**config.mk**
```make
export PLATFORM = sky130hd
export DESIGN_NAME = pagerank_responder_flat
export DESIGN_NICKNAME = d
export VERILOG_FILES = /design/src/rtl/pagerank_responder_if.sv /design/src/rtl/pagerank_responder.sv /design/src/flat_wrapper.sv
export SDC_FILE = /design/constraint.sdc
export NUM_CORES = 1
export LEC_CHECK = 0
export BUFFER_PORTS_ARGS = -buffer_cell sky130_fd_sc_hd__buf_2
export CAP_MARGIN = 20
export CORE_MARGIN = 2
export CORE_UTILIZATION = 45
export CTS_BUF_LIST = sky130_fd_sc_hd__clkbuf_4
export CTS_CLUSTER_DIAMETER = 120
export CTS_CLUSTER_SIZE = 28
export DETAILED_ROUTE_END_ITERATION = 10
export PLACE_DENSITY_LB_ADDON = 0.25
export SLEW_MARGIN = 10
export SYNTH_ARGS = -nofsm -noshare
export SYNTH_HDL_FRONTEND = slang
export SYNTH_SLANG_ARGS = --single-unit
```
**constraint.sdc**
```tcl
create_clock -name clk -period 13.04 [get_ports clk]
set_input_delay 0.652 -clock clk [delete_from_list [all_inputs] [get_ports clk]]
set_output_delay 0.652 -clock clk [all_outputs]
set_load 0.01 [all_outputs]
```
**src/rtl/pagerank_responder_if.sv**
```systemverilog
// Bus bundle between a pagerank_responder and its engine/NoC router.
// The slave modport is the responder's view; master is the traffic source's view.
interface pagerank_responder_if #(
  parameter int unsigned WIDTH = 16
);
  logic [WIDTH+4:0] my_data;
  logic [8:0]       request_in;
  logic             req_ready;
  logic [WIDTH+4:0] response;
  logic [1:0]       resp_dest;
  logic             resp_ready;
  logic [7:0]       drop_count;

  modport master (
    output my_data, request_in, resp_ready,
    input  req_ready, response, resp_dest, drop_count
  );

  modport slave (
    input  my_data, request_in, resp_ready,
    output req_ready, response, resp_dest, drop_count
  );
endinterface

```
**src/rtl/pagerank_responder.sv**
```systemverilog
// Serves remote node-value requests from a local copy of the cluster's 16-entry value table.
// Requests queue in a small FIFO; one registered response slot drains towards the router.
module pagerank_responder #(
  parameter logic [1:0]       ID        = 2'd0,
  parameter int unsigned      WIDTH     = 16,
  parameter int unsigned      DEPTH     = 4,
  parameter logic [WIDTH-1:0] RESET_VAL = 16'h4000
) (
  input logic                  clk,
  input logic                  reset,
  pagerank_responder_if.slave  io_bus
);
  localparam int unsigned PW = $clog2(DEPTH);
  localparam logic [PW:0] DepthC = (PW+1)'(DEPTH);

  typedef enum logic {StEmpty, StHold} state_e;

  logic [WIDTH-1:0] r_table [16];
  logic [5:0]       r_fifo [DEPTH];
  logic [PW-1:0]    r_wptr, r_rptr;
  logic [PW:0]      r_count;
  logic [7:0]       r_drop;
  state_e           r_state;
  logic [WIDTH+4:0] r_response;
  logic [1:0]       r_resp_dest;

  logic             w_wr_en;
  logic [3:0]       w_wr_off;
  logic [WIDTH-1:0] w_wr_val;
  logic             w_push, w_pop, w_drop, w_full, w_empty;
  logic [5:0]       w_head;
  logic [WIDTH-1:0] w_rdval;

  assign w_wr_en  = io_bus.my_data[0];
  assign w_wr_off = io_bus.my_data[4:1];
  assign w_wr_val = io_bus.my_data[WIDTH+4:5];

  // Full is judged on registered occupancy only, so a same-edge pop never frees a slot.
  assign w_full  = (r_count == DepthC);
  assign w_empty = (r_count == '0);
  assign w_push  = io_bus.request_in[0] && (io_bus.request_in[2:1] == ID) && !w_full;
  assign w_drop  = io_bus.request_in[0] && !w_push;
  assign w_pop   = !w_empty && ((r_state == StEmpty) || io_bus.resp_ready);

  assign w_head  = r_fifo[r_rptr];
  assign w_rdval = (w_wr_en && (w_wr_off == w_head[3:0])) ? w_wr_val : r_table[w_head[3:0]];

  always_ff @(posedge clk or posedge reset) begin
    if (reset) begin
      for (int i = 0; i < 16; i++) r_table[i] <= RESET_VAL;
    end else if (w_wr_en) begin
      r_table[w_wr_off] <= w_wr_val;
    end
  end

  always_ff @(posedge clk or posedge reset) begin
    if (reset) begin
      for (int i = 0; i < int'(DEPTH); i++) r_fifo[i] <= '0;
      r_wptr  <= '0;
      r_rptr  <= '0;
      r_count <= '0;
      r_drop  <= '0;
    end else begin
      if (w_push) begin
        r_fifo[r_wptr] <= {io_bus.request_in[4:3], io_bus.request_in[8:5]};
        r_wptr         <= r_wptr + PW'(1);
      end
      if (w_pop) r_rptr <= r_rptr + PW'(1);
      case ({w_push, w_pop})
        2'b10:   r_count <= r_count + (PW+1)'(1);
        2'b01:   r_count <= r_count - (PW+1)'(1);
        default: r_count <= r_count;
      endcase
      if (w_drop && (r_drop != 8'hFF)) r_drop <= r_drop + 8'd1;
    end
  end

  always_ff @(posedge clk or posedge reset) begin
    if (reset) begin
      r_state     <= StEmpty;
      r_response  <= '0;
      r_resp_dest <= '0;
    end else begin
      case (r_state)
        StEmpty: begin
          if (w_pop) begin
            r_response  <= {w_rdval, w_head[3:0], 1'b1};
            r_resp_dest <= w_head[5:4];
            r_state     <= StHold;
          end
        end
        StHold: begin
          if (w_pop) begin
            r_response  <= {w_rdval, w_head[3:0], 1'b1};
            r_resp_dest <= w_head[5:4];
          end else if (io_bus.resp_ready) begin
            // Drained with nothing queued; resp_dest keeps the last route.
            r_response <= '0;
            r_state    <= StEmpty;
          end
        end
        default: r_state <= StEmpty;
      endcase
    end
  end

  assign io_bus.req_ready  = (r_count < DepthC);
  assign io_bus.response   = r_response;
  assign io_bus.resp_dest  = r_resp_dest;
  assign io_bus.drop_count = r_drop;
endmodule

```
**src/flat_wrapper.sv**
```systemverilog
// flat-port wrapper written by rule: the top's interface ports become plain ports
module pagerank_responder_flat 
#(
  parameter logic [1:0]       ID        = 2'd0,
  parameter int unsigned      WIDTH     = 16,
  parameter int unsigned      DEPTH     = 4,
  parameter logic [WIDTH-1:0] RESET_VAL = 16'h4000
)
  (clk, reset, io_bus_my_data, io_bus_request_in, io_bus_resp_ready, io_bus_req_ready, io_bus_response, io_bus_resp_dest, io_bus_drop_count);
  pagerank_responder_if #(.WIDTH(WIDTH)) io_bus_i ();
  input logic clk;
  input logic reset;
  input wire logic [$bits(io_bus_i.my_data)-1:0] io_bus_my_data;
  input wire logic [$bits(io_bus_i.request_in)-1:0] io_bus_request_in;
  input wire logic [$bits(io_bus_i.resp_ready)-1:0] io_bus_resp_ready;
  output wire logic [$bits(io_bus_i.req_ready)-1:0] io_bus_req_ready;
  output wire logic [$bits(io_bus_i.response)-1:0] io_bus_response;
  output wire logic [$bits(io_bus_i.resp_dest)-1:0] io_bus_resp_dest;
  output wire logic [$bits(io_bus_i.drop_count)-1:0] io_bus_drop_count;
  assign io_bus_i.my_data = io_bus_my_data;
  assign io_bus_i.request_in = io_bus_request_in;
  assign io_bus_i.resp_ready = io_bus_resp_ready;
  assign io_bus_req_ready = io_bus_i.req_ready;
  assign io_bus_response = io_bus_i.response;
  assign io_bus_resp_dest = io_bus_i.resp_dest;
  assign io_bus_drop_count = io_bus_i.drop_count;
  pagerank_responder #(.ID(ID), .WIDTH(WIDTH), .DEPTH(DEPTH), .RESET_VAL(RESET_VAL)) u_core (.clk(clk), .reset(reset), .io_bus(io_bus_i));
endmodule
```
======== Word-level counts from Yosys, hierarchy flattened ========
Index checks and enable logic that the tools add are counted.
operators by class
  muxes and demuxes ....................... 23
  bitwise operators ....................... 5
  reductions and logical operators ........ 16
  add/subtract/negate cells ............... 5
  equality and inequality tests ........... 7
  $lt $le $gt $ge ......................... 7
operators with widths
  kind                   count
  $bwmux W256            1
  $bmux W16 S4           1
  $demux W16 S4          1
  $mux W16               4
  $mux W21               3
  $pmux W21 S2           1
  $bwmux W24             1
  $mux W6                3
  $bmux W6 S2            1
  $demux W6 S2           1
  $ge A5 B5 Y1 const B   2
  $not A4 Y5             2
  $add A8 B1 Y8 const B  1
  $logic_and A1 B1 Y1    8
  $ne A8 B8 Y1 const B   1
  $ge A3 B3 Y1 const B   2
  $not A2 Y3             2
  $pmux W3 S2            1
  $lt A5 B1 Y1 const B   1
  $add A2 B1 Y2 const B  2
  $eq A4 B4 Y1           1
  $add A3 B1 Y3 const B  1
  $eq A3 B3 Y1 const B   1
  $logic_not A1 Y1       3
  16 further kinds       18
storage, ports and cells
  input bits .............................. 33
  output and inout bits ................... 32
  logic and storage cells ................. 90
  flip-flop bits (word level) ............. 319

======== Logic depth before layout (Yosys ltp) ========
Gate-level depths: netlist of the first run.
  word-level depth ........................ 11
  depth in mapped cells ................... 10
  gate-level depth less buffers ........... 9

======== Worst setup path before layout of the first run ========
No wires, ideal clock.
  path type ............................... in2reg
  from .................................... input port io_bus_my_data[1]
  to ...................................... register u_core.r_table[0] (netlist bit)
  data arrival time ....................... 2.130 ns
  buffers on the path ..................... 2
  stages .................................. 5
  path slack .............................. 10.785 ns
  path through ............................ clkbuf_1 > nand2_1 > nor2_1 > clkbuf_1 > mux2_2
on the way
  longest elaborated chain between the ends .. 6
  elaborated cells on any way between the ends .. 7
  those cells by class .................... order compare: 2; mux: 3; bitwise: 1; reduce/logical: 1
RTL lines
  item                                                                       RTL line                  text
  start, declared                                                            flat_wrapper.sv:13        input wire logic [$bits(io_bus_i.my_data)-1:0] io_bus_my_data;
  $not A4 Y5 (implied by the code) (*)                                       pagerank_responder.sv:52  r_table[w_wr_off] <= w_wr_val;
  $ge A5 B5 Y1 (implied by the code) / $lt A5 B1 Y1 (equally long branches)  pagerank_responder.sv:52
  $logic_and A1 B1 Y1 (implied by the code)                                  pagerank_responder.sv:52
  $mux W16 (implied by the code)                                             pagerank_responder.sv:52
  $demux W16 S4 (*)                                                          pagerank_responder.sv:52
  $bwmux W256 (*)                                                            pagerank_responder.sv:52
  end signal, assigned by index                                              pagerank_responder.sv:52
  end, declared                                                              pagerank_responder.sv:18  logic [WIDTH-1:0] r_table [16];
Every way passes the cells marked *; elsewhere a longest branch is shown, timed or not.
A chain may end at the register's enable or synchronous reset.

======== Final worst setup path of the first run ========
  from .................................... register u_core.r_rptr[0]
  to ...................................... register u_core.r_response[15], in the netlist u_core.io_bus.response[15]
on the way
  longest elaborated chain between the ends .. 11
  elaborated cells on any way between the ends .. 14
  those cells by class .................... eq/ne: 1; mux: 10; bitwise: 2; reduce/logical: 1
RTL lines
  item                                            RTL line                                            text
  start, declared                                 pagerank_responder.sv:20                            logic [PW-1:0] r_wptr, r_rptr;
  start signal, assigned                          pagerank_responder.sv:68                            if (w_pop) r_rptr <= r_rptr + PW'(1);
  $not A2 Y3 (implied by the code) (*)            pagerank_responder.sv:45                            assign w_head = r_fifo[r_rptr];
  $bmux W6 S2 (*)                                 pagerank_responder.sv:45
  $mux W6 (implied by the code) (*) (2 in a row)  pagerank_responder.sv:45
  $not A4 Y5 (implied by the code)                pagerank_responder.sv:46                            assign w_rdval = (w_wr_en && (w_wr_off == w_head[3:0])) ? w_wr_val : r_table[w_head[3:0]];
  $bmux W16 S4                                    pagerank_responder.sv:46
  $mux W16 (implied by the code) (2 in a row)     pagerank_responder.sv:46
  $mux W16 (*)                                    pagerank_responder.sv:46
  $mux W21, on equally long branches              pagerank_responder.sv:93, pagerank_responder.sv:86
  $pmux W21 S2 (*)                                pagerank_responder.sv:84                            case (r_state)
  end signal, assigned                            pagerank_responder.sv:87                            r_response <= {w_rdval, w_head[3:0], 1'b1};
  end signal, assigned                            pagerank_responder.sv:94                            r_response <= {w_rdval, w_head[3:0], 1'b1};
  end, declared                                   pagerank_responder.sv:24                            logic [WIDTH+4:0] r_response;
Every way passes the cells marked *; elsewhere a longest branch is shown, timed or not. The select of a mux whose other input is x is not followed.

==> results by group, run 1 <==
Cells and area
  • Ratio of cells with drive above 1 in the final layout: 40.05%
  • Final core occ: 49.01%
  • Nets: 1,127
  • Relative area change from synthesis to final layout: 6.994%

STA
  • Number of endpoints failing setup at the final stage: 0
  • Max-Slew Margin vs Limit: 19.68%
  • Measured slew at the worst slew-check pin: 1.205 ns
  • Ratio of final minimum period to clock period: 30.23%
  • Sum of negative setup slack: 0 ns
  • Worst-case clock skew: 0.1030 ns
  • Max-slew violation count: 0
  • RSZ-0062 raised after global routing: false
  • Min Hold Slack: 0.2108 ns
  • Min cycle time layout: 3.941 ns
  • Hold Violations, Final: 0
  • Highest clock frequency the design can meet: 253.7 MHz

Critical path
  • Max incr delay on CP: 0.85 ns
  • Arrival @ worst endpoint: 4.59 ns
  • Library cell contributing the largest single delay on the critical path: sky130_fd_sc_hd__mux4_4
  • Cells along the critical path: mux4_4, buf_4, buf_4, mux2i_1, a22oi_1, nand3_1, nand3_1
  • Largest delay share family, worst path: buffers and inverters
  • Maximum fanout count along the critical path: 52
  • Worst Setup Start Kind: flop
  • Crit path buffers/inverters: 2
  • Critical setup path kind: flop to flop
  • Register-to-register setup slack: 9.10 ns
  • Required time at the endpoint of the critical path: 13.68 ns
  • Kind of end point of the critical path: flop

CTS
  • CTS buffer count: 15
  • Clock-pin slew on the worst setup and hold paths: 0.27 ns
  • Clock tree from TritonCTS: yes
  • Hold bufs inserted after CTS: 1
  • Maximum level of the CTS H-tree: 1
  • Deepest clock path buffer count: 3
  • PostCTS Resize Cnt: 0
  • Number of clock sinks seen by CTS: 319
  • Clock latency at the later pin of the worst-skew pair: 0.74 ns
  • Setup Buffers After CTS: 0
  • Clock root buffer: sky130_fd_sc_hd__clkbuf_4

Floorplanning
  • Die ar.: 0.03365 mm^2
  • Core region area: 0.03164 mm^2
  • Die Ht: 183.5 um
  • Number of top-level pins: 65
  • Initial Util: 45.81%
  • Placement row count: 65
  • Die span in x: 183.5 um

Synth
  • Mapped Area: 0.01449 mm^2
  • Synthesized netlist net count: 1,095
  • Count of cell types in the netlist: 41
  • Share of synthesized area occupied by flip-flops and latches: 55.22%
  • Top flip-flop cell by instance count after synthesis: sky130_fd_sc_hd__dfrtp_1
  • Number of enable-type register cells in the synthesized netlist: 0
  • Number of cells produced by synthesis: 1,055
  • Leading area contributor after synthesis: sky130_fd_sc_hd__dfrtp_1
  • Number of warnings reported in the yosys synthesis log: 0
  • Top cells by area, synth: sky130_fd_sc_hd__dfrtp_1, sky130_fd_sc_hd__mux2_2, sky130_fd_sc_hd__mux2i_1
  • Number of flip-flops and latches in the synthesized netlist: 319
  • Share of flip-flops with an asynchronous set or reset after synthesis: 100.0%
  • Avg Synthesized Cell Area: 13.74 um^2
  • Fraction of post-synthesis cell area in the top cell type by area: 52.32%

Global route
  • Overflow after GRT: 0
  • Global Route Usage Sum: 20.77%
  • Number of global-route vias before repair: 8,846
  • Wire length of the first global-routing pass: 53,540 um
  • Largest net degree at the start of global routing: 87
  • Antenna violations before repair: 1

Outcome
  • Outcome: finished, final reports clean

Route
  • Vias per cell: 5.709
  • Routed WL: 33,970 um
  • Starting DRC count in detailed routing: 433
  • Remaining DRCs: 0
  • Number of iterations in the first detailed-routing pass: 5
  • Total via count in the routed design: 8,558
  • Routed wirelength normalized by instance count: 22.66 um
  • Antenna-violating nets left: 0

Power and ir drop
  • Max VDD drop: 184.7 uV
  • Standby leakage power: 0.006874 uW
  • Post-layout total power: 3396 uW
  • Power Dens Cells: 219.0 mW/mm^2

Placed design
  • Final weighted congestion in routability-driven placement: 0.7548
  • Detailed-placement wirelength estimate: 19,860 um
  • Input/output buffers: 64

Flow run
  • Max-cap viol count: 0

Min path
  • Class of the tightest hold or removal check: input port to flop
per-layer routing:
layer,global-route usage (%),share of wire (%),wire length [um]
met1,30.11,47,16100
met2,34.14,47,16060
met3,2.120,3.4,1150
met4,4.128,1.9,660
met5,0,0,0
synth_stat cells, drive strengths merged (2+ instances only):
master	instances
clkbuf	43
inv	12
nand4	2
dfrtp	303
nand3b	2
nand2	28
ha	6
xnor2	12
a21oi	2
or3	3
dfstp	16
nand2b	4
nor3	3
nor2b	2
mux2	280
nand3	53
nor2	15
buf	35
a22o	2
o21ai	2
xor2	5
mux4	6
mux2i	129
a22oi	80
flip-flops by register name (all words and copies together) (netlist names):
register	count
u_core.io_bus.response	21
u_core.r_rptr	2
u_core.r_count	3
u_core.r_fifo	24
u_core.r_wptr	2
u_core.io_bus.resp_dest	2
u_core.r_state	1
u_core.r_table	256
u_core.io_bus.drop_count	8
cells in the final DEF (no fill, tap or decap), types with 6 or more instances in the layout:
cell type | synthesis | final
sky130_fd_sc_hd__xnor2_1 | 11 | 11
sky130_fd_sc_hd__a22oi_1 | 80 | 80
sky130_fd_sc_hd__nor2_2 | 0 | 9
sky130_fd_sc_hd__inv_1 | 12 | 11
sky130_fd_sc_hd__nand3_1 | 53 | 53
sky130_fd_sc_hd__buf_4 | 1 | 23
sky130_fd_sc_hd__mux2_2 | 280 | 280
sky130_fd_sc_hd__dfstp_2 | 16 | 16
sky130_fd_sc_hd__dfrtp_1 | 303 | 303
sky130_fd_sc_hd__clkbuf_4 | 0 | 24
sky130_fd_sc_hd__buf_2 | 27 | 64
sky130_fd_sc_hd__ha_1 | 6 | 6
sky130_fd_sc_hd__nand2_1 | 28 | 28
sky130_fd_sc_hd__mux2i_1 | 129 | 129
through the flow:
step / cells / worst slack, ns / instance area, um^2
after CTS: 1495 / 9.058 / 15430
after floorplan: 1055 / 3.587 / 14490
final: 1499 / 9.099 / 15500
after global routing: 1499 / 8.814 / 15500
after detailed placement: 1468 / 9.077 / 15210
after global placement: 1466 / 9.166 / 15180
where the power goes:
group | switching, uW | internal, uW
sequential | 165 | 1270
clock | 295 | 87.3
combinational | 843 | 735
worst paths after layout:
check | startpoint | end | cells after the start
min in group asynchronous | reset | u_core.r_table[125] | 3
min reg2reg | u_core.io_bus.resp_dest[0] | u_core.io_bus.resp_dest[0] | 2
max reg2reg | u_core.r_rptr[0] | u_core.io_bus.response[15] | 7
max in group asynchronous | reset | u_core.r_fifo[17] | 4
min | io_bus_resp_ready | u_core.io_bus.response[0] | 4
max | u_core.r_rptr[0] | u_core.io_bus.response[15] | 7
cells by family (layout without fill, tap and decap cells):
family | after synthesis | in the layout | synth area share [%]
muxes | 415 | 415 | 31.60
DFF | 319 | 319 | 55.22
and+or+nand+nor | 116 | 116 | 3.842
buffers and inverters | 91 | 132 | 2.858
AOI/OAI and AO/OA | 90 | 90 | 4.740
xor gates and xnor gates | 17 | 17 | 1.079
adders and majority gates | 7 | 7 | 0.6562
other | 0 | 1 | 0
layout make-up:
cell class,count,area (um^2)
fillers,2804,16130
flip-flops and latches,319,8003
multi-input cells,645,6123
repair buffers,93,613.1
well taps,402,503.0
clock buffers,24,180.2
inverters,13,56.30
clock inverters,2,23.77
diodes,1,2.502
worst min-delay path, cell delays in order:
cell and delay, ns:
sky130_fd_sc_hd__buf_2 0.10, sky130_fd_sc_hd__nand2_1 0.05, sky130_fd_sc_hd__nand2_1 0.06, sky130_fd_sc_hd__nand2_1 0.05
(Power assumes the default switching activity.)
==> run 2: changes to the inputs <==
==> constraint.sdc (replaced) <==
create_clock -name clk -period 3.4 [get_ports clk]
set_input_delay 0.17 -clock clk [delete_from_list [all_inputs] [get_ports clk]]
set_output_delay 0.17 -clock clk [all_outputs]
set_load 0.01 [all_outputs]
==> results by group, run 2 (synthesis gave the netlist of run 1 again) <==
Outcome
  • Outcome: finished, final reports clean

Placed design
  • Input/output buffers: 64 (unchanged)
  • Detailed-placement wirelength estimate: 20,320 um (+2.3%)
  • Final weighted congestion in routability-driven placement: 0.7437 (-1.5%)
  • Placed Cells incl. Taps: 1,476 (+0.54%)
  • Pre-CTS setup slack: 0.3110 ns (-8.766 ns)

Power and ir drop
  • Internal power: 8060 uW (+290%)
  • Sw Share: 38.60% (+0.23 points)
  • Post-layout total power: 13,130 uW (+290%)
  • Share of power burned in combinational logic: 46.8% (+0.3 points)
  • Max VDD drop: 1192 uV (+550%)
  • Switching Power: 5067 uW (+290%)
  • Power share of the sequential group: 41.9% (-0.4 points)
  • Power Dens Cells: 828.8 mW/mm^2 (+280%)
  • Proportion of power drawn by the clock network: 11.2% (about the same)
  • Standby leakage power: 0.007017 uW (+2.1%)

Critical path
  • Crit path buffers/inverters: 0 (-2)
  • Kind of end point of the critical path: flop
  • Cells along the critical path: mux4_2, xnor2_1, and4_4, and3_1, a22oi_1, nand3_1
  • Critical setup path kind: flop to flop
  • Worst Setup Start Kind: flop
  • Required time at the endpoint of the critical path: 4.06 ns (-9.62 ns)
  • Worst Reg2Reg Path Length in Cells: 6 (-1)
  • Register-to-register setup slack: 0.28 ns (-8.82 ns)
  • Arrival @ worst endpoint: 3.78 ns (-0.81 ns)
  • Maximum fanout count along the critical path: 16 (-69%)
  • R2R Path Start: u_core.r_rptr[0]
  • Library cell contributing the largest single delay on the critical path: sky130_fd_sc_hd__and3_1
  • Largest delay share family, worst path: simple AND/OR/NAND/NOR gates
  • End of the worst register-to-register path: u_core.io_bus.response[12]
  • Max incr delay on CP: 0.89 ns (+0.04 ns)
  • Stages on worst setup path: 6 (-1)

Route
  • Routed WL: 34,450 um (+1.4%)
  • Number of iterations in the first detailed-routing pass: 7 (+2)
  • Remaining DRCs: 0 (unchanged)
  • Antenna-violating nets left: 0 (unchanged)
  • Total via count in the routed design: 8,803 (+2.9%)
  • Vias per cell: 5.731 (+0.39%)
  • Routed wirelength normalized by instance count: 22.43 um (-1.0%)
  • Starting DRC count in detailed routing: 608 (+40%)

Cells and area
  • Relative area change from synthesis to final layout: 9.299%
  • Storage cell area: 0.008003 mm^2 (unchanged)
  • Final core occ: 50.07% (+1.1 points)
  • Area occupied by multi-input gates: 0.006133 mm^2 (+0.16%)
  • Nets: 1,163 (+3.2%)
  • Ratio of cells with drive above 1 in the final layout: 39.22% (-0.83 points)
  • Filler instances: 2,804 (unchanged)
  • Max FFs per register: 256 (unchanged)
  • Most common cell after layout, fill and taps aside: sky130_fd_sc_hd__dfrtp_1
  • Top library cells by usage in the layout, fill and taps aside: sky130_fd_sc_hd__dfrtp_1, sky130_fd_sc_hd__mux2_2, sky130_fd_sc_hd__mux2i_1, sky130_fd_sc_hd__a22oi_1, sky130_fd_sc_hd__buf_2
  • Non-filler cells, final: 1,536 (+2.5%)
  • Top reg by flops: u_core.r_table

STA
  • Setup slack of the critical path after layout: 0.2814 ns (-8.817 ns)
  • Max-Slew Margin vs Limit: 27.88% (+8.2 points)
  • Worst-case clock skew: 0.09711 ns (-0.005882 ns)
  • Min Hold Slack: 0.1302 ns (-0.08057 ns)
  • Hold Violations, Final: 0 (unchanged)
  • Measured slew at the worst slew-check pin: 1.082 ns (-0.1230 ns)
  • Number of endpoints failing setup at the final stage: 0 (unchanged)
  • Max-slew violation count: 0 (unchanged)
  • Ratio of final minimum period to clock period: 91.72% (+61 points)
  • RSZ-0062 raised after global routing: false
  • Min cycle time layout: 3.119 ns (-0.8228 ns)
  • Highest clock frequency the design can meet: 320.7 MHz (+26%)

CTS
  • CTS buffer count: 15 (unchanged)
  • Clock tree from TritonCTS: yes
  • Clock root buffer: sky130_fd_sc_hd__clkbuf_4
  • Hold bufs inserted after CTS: 32 (+31)
  • Clock latency at the later pin of the worst-skew pair: 0.74 ns (about the same)
  • Maximum level of the CTS H-tree: 1 (unchanged)
  • Deepest clock path buffer count: 3 (unchanged)
  • Setup Buffers After CTS: 0 (unchanged)
  • PostCTS Resize Cnt: 0 (unchanged)
  • Clock-pin slew on the worst setup and hold paths: 0.29 ns (+0.02 ns)
  • Number of clock sinks seen by CTS: 319 (unchanged)

Min path
  • Class of the tightest hold or removal check: input port to asynchronous set/reset pin

Flow run
  • Max-cap viol count: 0 (unchanged)

Floorplanning
  • Number of top-level pins: 65 (unchanged)
  • Die ar.: 0.03365 mm^2 (unchanged)
  • Die span in x: 183.5 um (unchanged)
  • Core region area: 0.03164 mm^2 (unchanged)
  • Initial Util: 45.81% (unchanged)
  • Placement row count: 65 (unchanged)
  • Die Ht: 183.5 um (unchanged)

Global route
  • Antenna violations before repair: 1 (unchanged)
  • Largest net degree at the start of global routing: 130 (+49%)
  • Number of global-route vias before repair: 9,024 (+2.0%)
  • Overflow after GRT: 0 (unchanged)
  • Global Route Usage Sum: 20.87% (+0.10 points)
  • Wire length of the first global-routing pass: 54,210 um (+1.2%)
[run 2: changes by cell type in the layout (fill, tap and decap cells not counted), sizes merged]
| cell | before | now |
|---|---|---|
| buf | 92 | 97 |
| clkinvlp | 0 | 1 |
| diode | 1 | 2 |
| dlygate4sd3 | 1 | 32 |
| inv | 14 | 13 |
[run 2: cell type report]
type | instances | area share, %
diodes | 2 | 0.03160
clock buffers | 24 | 1.138
clock inverters | 2 | 0.1501
inverters | 13 | 0.3318
multi-input cells | 645 | 38.72
flip-flops and latches | 319 | 50.53
well taps | 402 | 3.176
repair buffers | 129 | 5.925
[run 2: worst register-to-register path, stage by stage (launching register included)]
cell and delay (ns):
sky130_fd_sc_hd__dfrtp_1 0.68, sky130_fd_sc_hd__mux4_2 0.68, sky130_fd_sc_hd__xnor2_1 0.20, sky130_fd_sc_hd__and4_4 0.28, sky130_fd_sc_hd__and3_1 0.89, sky130_fd_sc_hd__a22oi_1 0.23
sky130_fd_sc_hd__nand3_1 0.12
[run 2: layer usage]
metal | up-vias | wire (um) | global-route usage [%]
met5 | - | 0 | 0
met2 | 162 | 15900 | 33.36
li1 | 3938 | - | -
met3 | 36 | 1311 | 2.357
met1 | 4667 | 16600 | 30.90
met4 | 0 | 639 | 4.288
[run 2: how the worst max path moves through the flow]
stage / start / endpoint
floorplan: reset / u_core.io_bus.drop_count[0]
global placement: u_core.r_rptr[0] / u_core.io_bus.response[7]
detailed placement: u_core.r_rptr[0] / u_core.io_bus.response[9]
CTS: u_core.r_rptr[0] / u_core.io_bus.response[12]
global route: u_core.r_rptr[0] / u_core.io_bus.response[19]
finish: u_core.r_rptr[0] / u_core.io_bus.response[12]
[run 2: stage by stage]
step,setup TNS (ns),instance area (um^2)
after CTS,0,15830
after floorplan,-305.95,14500
after global routing,0,15840
after global placement,0,15310
after detailed placement,0,15310
final,0,15840
[run 2: power by group through the flow]
stage / clock network [uW] / logic, uW / registers [uW]
after floorplan: 0 / 4580 / 5440
after global placement: 0 / 6030 / 5550
after detailed placement: 0 / 6120 / 5590
after CTS: 1550 / 6150 / 5510
after global routing: 1660 / 6660 / 5650
final: 1480 / 6150 / 5500
